### config.mk
export PLATFORM = sky130hd
export DESIGN_NAME = seq_bit_serializer
export DESIGN_NICKNAME = d
export VERILOG_FILES = /design/src/rtl/seq_pkg.sv /design/src/rtl/seq_bit_serializer.sv
export SDC_FILE = /design/constraint.sdc
export NUM_CORES = 1
export LEC_CHECK = 0
export BUFFER_PORTS_ARGS = -buffer_cell sky130_fd_sc_hd__buf_2
export CORE_MARGIN = 2
export CORE_UTILIZATION = 40
export DETAILED_ROUTE_END_ITERATION = 10
export PLACE_DENSITY = 0.74
export SLEW_MARGIN = 20
export SYNTH_ARGS = -nofsm -noshare
export SYNTH_HDL_FRONTEND = slang
export SYNTH_SLANG_ARGS = --single-unit
### constraint.sdc
create_clock -name clk -period 1.4 [get_ports clk]
set_input_delay 0.21 -clock clk [delete_from_list [all_inputs] [get_ports clk]]
set_output_delay 0.21 -clock clk [all_outputs]
set_load 0.02 [all_outputs]
### src/rtl/seq_pkg.sv
// ---------------------------------------------------------------------------
// seq_pkg
// Shared definitions for the "001" sequence front end.
//   ser_state_t     : serializer FSM state encoding
//   SER_IDLE_LEVEL  : level driven on sout when no bit is being sent.
//                     It is high so that idle time can never complete a
//                     0-0-1 pattern at the detector input.
// ---------------------------------------------------------------------------
package seq_pkg;

   typedef enum logic [1:0] {
      IDLE   = 2'b00,
      SHIFT  = 2'b01,
      PARITY = 2'b10
   } ser_state_t;

   localparam logic SER_IDLE_LEVEL = 1'b1;

endpackage

### src/rtl/seq_bit_serializer.sv
// ---------------------------------------------------------------------------
// seq_bit_serializer
// Parallel-to-serial front end for the "001" sequence detector. Accepts
// WIDTH-bit words over a valid/ready handshake and sends them out one bit
// per clock on sout, qualified by sout_valid. Back-to-back words stream
// without a gap when din_valid is presented during the final bit.
//
// Parameters:
//   WIDTH     : word width, 2..32
//   MSB_FIRST : 1 = din[WIDTH-1] goes out first, 0 = din[0] goes out first
//
// Ports:
//   clk        in   rising-edge clock
//   rst_n      in   asynchronous active-low reset
//   din        in   parallel word, sampled only on a transfer edge
//   din_valid  in   din holds a word to transfer
//   din_ready  out  word can be accepted this cycle (combinational,
//                   depends on state and counter only)
//   sout       out  serial bit, high when idle (registered)
//   sout_valid out  sout carries a data or parity bit (registered)
//   busy       out  a word is in flight (registered)
//
// Build option:
//   SER_PARITY_EN : when defined, an even-parity bit (XOR of the word) is
//                   sent after the last data bit, making the word period
//                   WIDTH+1 cycles.
// ---------------------------------------------------------------------------
module seq_bit_serializer
   import seq_pkg::*;
#(
   parameter int WIDTH     = 8,
   parameter bit MSB_FIRST = 1'b1
) (
   input  logic             clk,
   input  logic             rst_n,
   input  logic [WIDTH-1:0] din,
   input  logic             din_valid,
   output logic             din_ready,
   output logic             sout,
   output logic             sout_valid,
   output logic             busy
);

   localparam int CW = (WIDTH > 1) ? $clog2(WIDTH) : 1;
   localparam logic [CW-1:0] CNT_LAST = CW'(WIDTH - 1);

   ser_state_t       state_q, state_d;
   logic [WIDTH-1:0] shreg_q, shreg_d;
   logic [CW-1:0]    cnt_q, cnt_d;
   logic             sout_q, sout_d;
   logic             sout_valid_q, sout_valid_d;
   logic             busy_q;
`ifdef SER_PARITY_EN
   logic             parity_q, parity_d;
`endif

   logic             load;
   logic             load_first;
   logic [WIDTH-1:0] load_rest;
   logic             shift_bit;
   logic [WIDTH-1:0] shift_rest;

   // The first bit of a new word goes straight into the sout register on
   // the transfer edge, so the shift register only keeps the bits that
   // still have to follow. The counter holds how many of those remain.
   always_comb begin
      if (MSB_FIRST) begin
         load_first = din[WIDTH-1];
         load_rest  = din << 1;
         shift_bit  = shreg_q[WIDTH-1];
         shift_rest = shreg_q << 1;
      end else begin
         load_first = din[0];
         load_rest  = din >> 1;
         shift_bit  = shreg_q[0];
         shift_rest = shreg_q >> 1;
      end
   end

   // Ready opens only in cycles where the next edge would otherwise leave
   // the line idle: in IDLE, on the final bit of the word, or on the
   // parity cycle when parity is built in.
   always_comb begin
      din_ready = 1'b0;
      case (state_q)
         IDLE:   din_ready = 1'b1;
`ifdef SER_PARITY_EN
         SHIFT:  din_ready = 1'b0;
`else
         SHIFT:  din_ready = (cnt_q == '0);
`endif
         PARITY: din_ready = 1'b1;
         default: din_ready = 1'b0;
      endcase
   end

   assign load = din_valid && din_ready;

   // Next-state and next-output logic. Every exit from SHIFT/PARITY either
   // reloads a new word (gapless stream) or parks sout at the idle level.
   always_comb begin
      state_d      = state_q;
      shreg_d      = shreg_q;
      cnt_d        = cnt_q;
      sout_d       = sout_q;
      sout_valid_d = sout_valid_q;
`ifdef SER_PARITY_EN
      parity_d     = parity_q;
`endif

      if (load) begin
         state_d      = SHIFT;
         shreg_d      = load_rest;
         cnt_d        = CNT_LAST;
         sout_d       = load_first;
         sout_valid_d = 1'b1;
`ifdef SER_PARITY_EN
         parity_d     = ^din;
`endif
      end else begin
         case (state_q)
            IDLE: begin
               sout_d       = SER_IDLE_LEVEL;
               sout_valid_d = 1'b0;
            end
            SHIFT: begin
               if (cnt_q != '0) begin
                  sout_d  = shift_bit;
                  shreg_d = shift_rest;
                  cnt_d   = cnt_q - 1'b1;
               end else begin
`ifdef SER_PARITY_EN
                  state_d      = PARITY;
                  sout_d       = parity_q;
                  sout_valid_d = 1'b1;
`else
                  state_d      = IDLE;
                  sout_d       = SER_IDLE_LEVEL;
                  sout_valid_d = 1'b0;
`endif
               end
            end
            default: begin
               state_d      = IDLE;
               sout_d       = SER_IDLE_LEVEL;
               sout_valid_d = 1'b0;
            end
         endcase
      end
   end

   // State and output registers. Reset abandons any word in flight and
   // forces the line back to the idle level without waiting for a clock.
   always_ff @(posedge clk or negedge rst_n) begin
      if (!rst_n) begin
         state_q      <= IDLE;
         shreg_q      <= '0;
         cnt_q        <= '0;
         sout_q       <= SER_IDLE_LEVEL;
         sout_valid_q <= 1'b0;
         busy_q       <= 1'b0;
`ifdef SER_PARITY_EN
         parity_q     <= 1'b0;
`endif
      end else begin
         state_q      <= state_d;
         shreg_q      <= shreg_d;
         cnt_q        <= cnt_d;
         sout_q       <= sout_d;
         sout_valid_q <= sout_valid_d;
         busy_q       <= (state_d != IDLE);
`ifdef SER_PARITY_EN
         parity_q     <= parity_d;
`endif
      end
   end

   assign sout       = sout_q;
   assign sout_valid = sout_valid_q;
   assign busy       = busy_q;

endmodule

==> results.py <==
metrics = {
    "synth": {
        "async_reset_ff_share_pct": 100,
        "synth_cell_type_count": 23,
        "synth_nets": 84,
        "synth_edf_count": 0,
        "syn_area_um2": 744,
        "avgSynthCellArea_um2": 10.5,
        "syn-instance-count": 71,
        "yosysSeqAreaShare_pct": 50.6,
        "synth_top_area_share_pct": 47.1,
        "yosys_register_bits": 15,
        "ys.flop_type": "dfrtp_1",
        "synth_top_area_cell": "dfrtp_1",
        "synth_warnings": 0,
        "synth_area_leaders": "dfrtp_1 47%, a211oi_1 12%, inv_1 6.6%, nor3_1 4.0%, a22oi_1 4.0%",
    },
    "critical_path": {
        "crit_chain": "inv_2, ha_4, ha_4, buf_6, nor2b_4, o21ai_4, a32o_1",
        "startpoint_type": "register",
        "cp_top_family": "flip-flops",
        "rr_startpoint": "cnt_q[0]",
        "cp.buffers_inverters": 2,
        "cp_slowest_cell": "dfrtp_1",
        "critPathLaunch": "cnt_q[0]",
        "crit_type": "reg -> reg",
        "path_max_fanout": 6,
        "cpPeakStageDelay_ps": 390,
        "end_kind": "register",
        "crit_required_ps": 1590,
        "cp.arrival_ps": 1760,
        "crit_top_cell": "ha_4",
    },
    "timing": {
        "setup_viol": 13,
        "layout_setup_ws_ps": -174,
        "rsz0062_at_grt": "yes",
        "skew_ps": 0.562,
        "layout_min_cycle_time_ps": 1570,
        "post-route-period-util_pct": 112,
        "finalMaxSlewViolations": 0,
        "tns_ps": -1710,
        "timing.fmax_ghz": 0.635,
        "timing.hold.ws_ps": 164,
        "finalHoldViolCount": 0,
    },
    "clock_network": {
        "cts_sinks": 15,
        "htree_num_levels": 1,
        "cts_tree": "done",
        "numCtsBuffers": 3,
        "cts_root_buf": "clkbuf_4",
        "cts_max_path_buffers": 2,
        "clock_latency_ps": 290,
        "clkTransAtPathRegs_ps": 90,
    },
    "grt": {
        "grt_max_degree": 16,
        "grt_pass1_vias": 659,
        "grt_use_total_pct": 21.1,
        "grt_overflow": 0,
        "antenna_found_initial": 0,
        "grt_pass1_wl_um": 3140,
    },
    "drt": {
        "drt_first_iter_violations": 12,
        "ant_nets": 0,
        "drc_errors": 0,
        "routed_wl_um": 2060,
        "num_vias": 686,
        "wl_per_cell_um": 16.6,
        "viasPerCell": 5.53,
        "firstDrtPassIters": 4,
    },
    "floorplan": {
        "initial_core_util_pct": 42.7,
        "io_pins": 15,
        "die_y_um": 47.1,
        "die_x_um": 47.1,
        "row_count": 15,
        "die_area_um2": 2220,
        "core_area_um2": 1750,
    },
    "hold_path": {
        "hp-class": "in -> reg",
        "hp-start": "din[0]",
    },
    "power_and_ir_drop": {
        "p_leak_nw": 0.500,
        "ir_worst_vdd_uv": 811,
        "p_total_mw": 1.39,
        "p_per_area_nw_per_um2": 1250,
    },
    "final_layout": {
        "antenna_cells": 0,
        "post-route-util_pct": 63.7,
        "seq_area_um2": 379,
        "final_nets": 113,
        "drive_above_1_share_pct": 59.6,
        "multiInputGateArea_um2": 462,
        "areaGrowthSynthToFinish_pct": 49.4,
        "fill_cells": 138,
    },
    "run": {
        "cap_viol_max_count": 0,
    },
    "placement": {
        "place.gp.congestion": 0.813,
        "place_hpwl_um": 1090,
        "port_buffers": 14,
    },
    "outcome": {
        "status": "finished with violations",
        "violations": "setup timing",
    },
}
power breakdown:
part / switching [mW] / leakage (nW) / internal, mW
clock network: 0.148 / 0.0150 / 0.111
registers: 0.0744 / 0.163 / 0.533
logic: 0.275 / 0.322 / 0.252
worst paths after layout:
path / end / slack, ps / cells past startpoint
max: shreg_q[1] / -170 / 7
min: shreg_q[1] / 160 / 2
max reg2reg: shreg_q[1] / -170 / 7
min reg2reg: shreg_q[1] / 520 / 1
max in group asynchronous: sout / 770 / 2
min in group asynchronous: cnt_q[0] / 340 / 2
sequential cells by signal (all words and copies together) (netlist names):
register,cells
shreg_q,7
cnt_q,3
state_q,2
busy,1
sout,1
sout_valid,1
cell usage in the layout (no fill, tap or decap), types with 2 or more instances in the layout:
cell type	n
a211oi_2	11
a22oi_1	3
buf_2	13
buf_4	9
buf_6	2
clkbuf_4	3
dfrtp_1	12
dfrtp_2	2
ha_4	2
inv_1	11
inv_2	2
nand2b_4	2
nor2_1	2
nor3_1	2
nor3_2	4
o21ai_4	2
per-layer routing:
metal  GRT usage, %  wire (µm)  up-vias
met5              0          0        -
met4           8.33         42        0
met3           5.77        108        8
met2           31.5       1070       25
met1           29.0        847      341
li1               -          -      312
stage by stage:
stage / cells / setup slack [ps] / area, µm²
2_1_floorplan: 71 / 8.84 / 754
3_3_place_gp: 112 / -35.4 / 876
3_5_place_dp: 112 / -97.2 / 876
4_1_cts: 122 / -116 / 1060
5_1_grt: 124 / -236 / 1110
6_report: 124 / -174 / 1110
layout make-up:
| type | count | area share (%) |
|---|---|---|
| repair buffers | 25 | 14.8 |
| well taps | 25 | 2.81 |
| multi-input cells | 42 | 41.5 |
| inverters | 13 | 4.39 |
| clock buffers | 4 | 2.36 |
| flip-flops and latches | 15 | 34.1 |
cells in the mapped netlist (2+ instances only):
master	number
dfrtp_1	14
inv_1	13
a211oi_1	12
nor3_1	6
a22oi_1	4
buf_2	2
ha_1	2
nand2_1	2
nor2_1	2
cells by family (layout without fill, tap and decap cells):
group                    after synthesis  after routing  synth area share [%]
other                                  1              1                 0.504
adder cells (fa/ha/maj)                2              2                  3.36
AND/OR/NAND/NOR                       14             14                  10.9
flip-flops                            15             15                  50.6
multiplexers                           1              1                  1.51
buffers and inverters                 15             42                  7.90
AO/OA/AOI/OAI                         23             24                  25.2
repair_timing:
action | CTS | global route
hold buffers | 1 | 0
gates resized for setup | 24 | 8
gates cloned | 1 | 0
pin swaps | 8 | 3
setup endpoints to repair | 13 | 15
setup buffers | 4 | 2
endpoints found under the hold margin | 14 | 0
(Power assumes the default switching activity.)
